### config.mk
export PLATFORM = sky130hd
export DESIGN_NAME = icache_ctrl
export DESIGN_NICKNAME = d
export VERILOG_FILES = /design/src/rtl/icache_ctrl.sv
export SDC_FILE = /design/constraint.sdc
export NUM_CORES = 2
export LEC_CHECK = 0
export CORE_MARGIN = 10
export CORE_UTILIZATION = 60
export CTS_BUF_LIST = sky130_fd_sc_hd__clkbuf_8
export CTS_CLUSTER_SIZE = 28
export DETAILED_ROUTE_END_ITERATION = 16
export PLACE_DENSITY = 0.74
export SLEW_MARGIN = 5
export SYNTH_ARGS = -nofsm -noshare
export SYNTH_HDL_FRONTEND = slang
export SYNTH_SLANG_ARGS = --single-unit
export TNS_END_PERCENT = 5
### constraint.sdc
create_clock -name clk -period 4.3 [get_ports clk]
set_clock_uncertainty 0.05 [all_clocks]
set_input_delay 0.645 -clock clk [delete_from_list [all_inputs] [get_ports clk]]
set_output_delay 0.645 -clock clk [all_outputs]
set_load 0.005 [all_outputs]
### src/rtl/icache_ctrl.sv
// Direct-mapped, read-only instruction cache controller with 4-word lines,
// filled from a fixed-latency pipelined main memory.
module icache_ctrl #(
    parameter int INDEX_BITS = 5,
    parameter int MEM_LAT    = 2
) (
    input  logic        clk,
    input  logic        rst,
    input  logic        rd,
    input  logic [15:0] addr,
    input  logic        inv,
    output logic [15:0] data_out,
    output logic        done,
    output logic        hit,
    output logic        stall,
    output logic        mem_rd,
    output logic [15:0] mem_addr,
    input  logic [15:0] mem_rdata,
    output logic        err
);

    localparam int LINES    = 1 << INDEX_BITS;
    localparam int TAG_BITS = 16 - INDEX_BITS - 3;

    typedef enum logic [2:0] {
        S_IDLE    = 3'd0,
        S_ISSUE   = 3'd1,
        S_WAIT    = 3'd2,
        S_RESPOND = 3'd3
    } state_t;

    state_t state_q, state_d;

    logic [15:1]           req_addr_q;
    logic [1:0]            issue_cnt_q;
    logic [MEM_LAT-1:0]    pipe_vld_q;
    logic [1:0]            pipe_word_q [MEM_LAT];
    logic [LINES-1:0]      valid_q;
    logic                  err_q;

    logic [TAG_BITS-1:0]   tag_mem  [LINES];
    logic [15:0]           data_mem [LINES][4];

    logic [INDEX_BITS-1:0] cur_index, req_index;
    logic [TAG_BITS-1:0]   cur_tag, req_tag;
    logic [1:0]            cur_off, req_off;

    logic lookup_hit, start_fill, inv_all, err_set, capture, fill_done;

    assign cur_off   = addr[2:1];
    assign cur_index = addr[INDEX_BITS+2:3];
    assign cur_tag   = addr[15:INDEX_BITS+3];
    assign req_off   = req_addr_q[2:1];
    assign req_index = req_addr_q[INDEX_BITS+2:3];
    assign req_tag   = req_addr_q[15:INDEX_BITS+3];

    assign lookup_hit = valid_q[cur_index] && (tag_mem[cur_index] == cur_tag);

    // The oldest pipeline stage holds the word whose data is on mem_rdata now.
    assign capture   = pipe_vld_q[MEM_LAT-1];
    assign fill_done = capture && (pipe_word_q[MEM_LAT-1] == 2'd3) && (state_q == S_WAIT);

    assign err = err_q;

    // NOTE: every signal gets a default before the case so no path leaves one
    // unassigned, which would otherwise infer a latch.
    always_comb begin
        state_d    = state_q;
        data_out   = '0;
        done       = 1'b0;
        hit        = 1'b0;
        stall      = 1'b0;
        mem_rd     = 1'b0;
        mem_addr   = '0;
        start_fill = 1'b0;
        inv_all    = 1'b0;
        err_set    = 1'b0;

        case (state_q)
            S_IDLE: begin
                if (inv) begin
                    inv_all = 1'b1;
                    stall   = rd;
                end else if (rd) begin
                    if (addr[0]) begin
                        err_set = 1'b1;
                    end else if (lookup_hit) begin
                        done     = 1'b1;
                        hit      = 1'b1;
                        data_out = data_mem[cur_index][cur_off];
                    end else begin
                        stall      = 1'b1;
                        start_fill = 1'b1;
                        state_d    = S_ISSUE;
                    end
                end
            end
            S_ISSUE: begin
                stall    = 1'b1;
                mem_rd   = 1'b1;
                mem_addr = {req_addr_q[15:3], issue_cnt_q, 1'b0};
                if (issue_cnt_q == 2'd3) begin
                    state_d = S_WAIT;
                end
            end
            S_WAIT: begin
                stall = 1'b1;
                if (fill_done) begin
                    state_d = S_RESPOND;
                end
            end
            S_RESPOND: begin
                done     = 1'b1;
                data_out = data_mem[req_index][req_off];
                state_d  = S_IDLE;
            end
            default: begin
                err_set = 1'b1;
                state_d = S_IDLE;
            end
        endcase
    end

    // NOTE: sequential state uses non-blocking assignments so every register
    // samples pre-edge values regardless of statement order.
    always_ff @(posedge clk) begin
        if (rst) begin
            state_q     <= S_IDLE;
            req_addr_q  <= '0;
            issue_cnt_q <= '0;
            pipe_vld_q  <= '0;
            for (int i = 0; i < MEM_LAT; i++) begin
                pipe_word_q[i] <= '0;
            end
            valid_q     <= '0;
            err_q       <= 1'b0;
        end else begin
            state_q <= state_d;
            if (err_set) begin
                err_q <= 1'b1;
            end

            if (start_fill) begin
                req_addr_q  <= addr[15:1];
                issue_cnt_q <= '0;
            end else if (state_q == S_ISSUE) begin
                issue_cnt_q <= issue_cnt_q + 2'd1;
            end

            pipe_vld_q[0]  <= (state_q == S_ISSUE);
            pipe_word_q[0] <= issue_cnt_q;
            for (int i = 1; i < MEM_LAT; i++) begin
                pipe_vld_q[i]  <= pipe_vld_q[i-1];
                pipe_word_q[i] <= pipe_word_q[i-1];
            end

            // The line being refilled is invalid until its last word lands.
            if (inv_all) begin
                valid_q <= '0;
            end else if (start_fill) begin
                valid_q[cur_index] <= 1'b0;
            end else if (fill_done) begin
                valid_q[req_index] <= 1'b1;
            end
        end
    end

    // NOTE: tag and data arrays are not reset; the valid bits alone decide
    // whether their contents can be observed.
    always_ff @(posedge clk) begin
        if (!rst) begin
            if (capture) begin
                data_mem[req_index][pipe_word_q[MEM_LAT-1]] <= mem_rdata;
            end
            if (fill_done) begin
                tag_mem[req_index] <= req_tag;
            end
        end
    end

endmodule

==> metrics <==
top_reg_cell synth edfxtp_1; Max transition margin 16.4%; #FFs+latches synth 2367; Detail Route Antenna Nets 0; worst vdd ir 0.386 mV; 1st-pass router iterations 9; initial antenna violation count 16; largest net degree at the start of global routing 99; clock sinks 2367; PD cells 391 mW/mm²; Hold WS 0.0484 ns; grt ovf 0; Vias/cell 7.41; data required time of the critical path 3.61 ns; Row Count 155; Setup CP Type register to output port; register area share after synthesis 65.2%; width of the die 444 µm; largest area contributor in the netlist edfxtp_1; post-synthesis cell type count 79; CP Launch Type register; Max Fanout on Critical Path 6; Final Power 0.0490 W; WL met2 155000 µm; most frequent cells in the layout edfxtp_1, mux4_2, buf_4, clkbuf_8, mux2i_1; Layout Nets 6037; CTS tree done; GRT Overall Usage 35.0%; first-pass GRT wire length 484000 µm; final setup vio count 18; worst setup margin -1.01 ns; Post-synth EDFFs 2304; status complete, but fails checks; most common cell after layout, fill and taps aside edfxtp_1; Final Routed Wirelength 344000 µm; CTS Buffer Depth 4; Layout area overhead 16.0%; Clock Latency Late Sink 1.12 ns; metal1 wirelength 115000 µm; met3 WL 50800 µm; vias post-DR 63943; Worst Max-Slew Pin Slew 1.25 ns; fin crit period 5.31 ns; Yosys warning count 0; DRC 0; fin util 70.1%; Gate power share 10.6%; mapped cell area 0.108 mm²; WL/cell 39.8 µm; failing checks negative setup slack; sequential share of power 51.8%; H-tree Lvls 5; drt initial violations 10133; Synthesized Nets 5203; CP max stage cell mux4_2; MaxCap Viol Count 0; clock share of power 37.6%; cell count after synthesis 5162; CTS root buf clkbuf_8; Initial Util 60.4%; Placer Congestion 0.968; Clk pin slew, worst setup/hold paths 0.07 ns; Max Slew Vio Count 0; DIE AREA 0.198 mm²; leakage 40.1 nW; I/O Buffers 71; CP arrival 4.61 ns; synth top area cells edfxtp_1, mux4_2, mux2i_1; CP endpoint kind output port; FFs w/ async S/R, synth 0%; Sw Pwr 0.0120 W; Synth top area share 64.0%; f_max 188 MHz; slowest stage delay, CP 0.64 ns; Place WS -0.900 ns; io pins 73; Synth Area per Inst 20.9 µm²; crit path cell chain buf_12, buf_16, buf_16, buf_6, mux4_2, mux4_2, mux4_2, mux2_4, nand2_4, o21ai_4, buf_2; cts bufs inserted 392; core area 0.179 mm²; die height 444 µm; HP Class input pin to register; RSZ-0062 raised after global routing true; vias in the first global route 63733; sw frac 24.4%; CP most frequent cell mux4_2; DR top layer met5; Pint 0.0371 W; layout cells sized above 1 44.1%; HPWL Detailed 220000 µm; Final Hold Fails 0; period utilization 123%
[power groups by stage]
stage	clock (W)	combinational (W)	sequential, W
3_5_place_dp	0	0.00476	0.0259
6_report	0.0184	0.00519	0.0254
4_1_cts	0.0185	0.00507	0.0254
2_1_floorplan	0	0.00259	0.0259
5_1_grt	0.0196	0.00533	0.0254
3_3_place_gp	0	0.00472	0.0259
[path summary, 6_finish.rpt]
kind         slack, ns  depth (start not counted)               from           endpoint
max reg2reg       1.07                          4      req_addr_q[4]     tag_mem[22][3]
min reg2reg       0.39                          1  pipe_word_q[0][1]  pipe_word_q[0][3]
max              -1.01                         11           register       data_out[11]
min               0.05                          1      mem_rdata[12]   data_mem[14][44]
[flip-flops by register name, summed over array words and instances (netlist names), named ones only]
name,cells
data_mem,2048
tag_mem,256
pipe_vld_q,2
req_addr_q,15
err,1
state_q,2
pipe_word_q,4
valid_q,32
issue_cnt_q,2
[through the flow]
stage               area [µm²]  instances  setup TNS, ns
finish                  125000       8635         -15.70
global route            125000       8623         -16.67
CTS                     125000       8618         -17.78
detailed placement      116000       7837         -12.39
global placement        116000       7837         -13.26
floorplan               108000       5162              0
[area by class of cell]
type	instances	area [µm²]
Antenna cell	13	32.5
Clock buffer	408	5620
Clock inverter	257	1370
Fill cell	10760	53500
Inverter	7	33.8
Multi-Input combinational cell	2384	36200
Sequential cell	2367	70500
Tap cell	2355	2950
Timing Repair Buffer	844	8670
[cell families after synthesis]
logic type | after synthesis | synth area share [%]
muxes | 1496 | 28.3
AOI/OAI and AO/OA | 386 | 2.34
xor gates and xnor gates | 4 | 0.0324
other | 1 | 0.00347
adders and majority gates | 5 | 0.0579
and+or+nand+nor | 492 | 2.10
buffers and inverters | 411 | 2.03
DFF | 2367 | 65.2
[critical path, delay by kind of cell (launching register included)]
family,cells,cell delay [ns]
multiplexers,4,2.06
buffers and inverters,5,0.75
flip-flops,1,0.44
AND/OR/NAND/NOR,1,0.12
AO/OA/AOI/OAI,1,0.10
[repair_timing]
item,in CTS,in global routing
pin swaps,2,1
gates resized for setup,207,59
setup endpoints to repair,19,19
buffers inserted,108,25
cloned,14,0
hold buffers,3,0
endpoints found under the hold margin,34,0
[cells in the mapped netlist (29+ instances only)]
master    count
a21oi_1      48
buf_1        51
buf_2        84
buf_4        43
buf_6        40
clkbuf_1    180
dfxtp_1      63
edfxtp_1   2304
mux2_2       58
mux2i_1     205
mux4_2     1208
nand2_1     106
nor2_1      233
nor3_1       29
o21ai_0      78
o22ai_1      98
[layer usage]
metal  track usage, %  up-vias
li1                 -    24297
met1             46.5    33188
met2             51.2     5459
met3             11.5      987
met4             19.9       12
met5                0        -
Power figures use the tool's default switching activity.
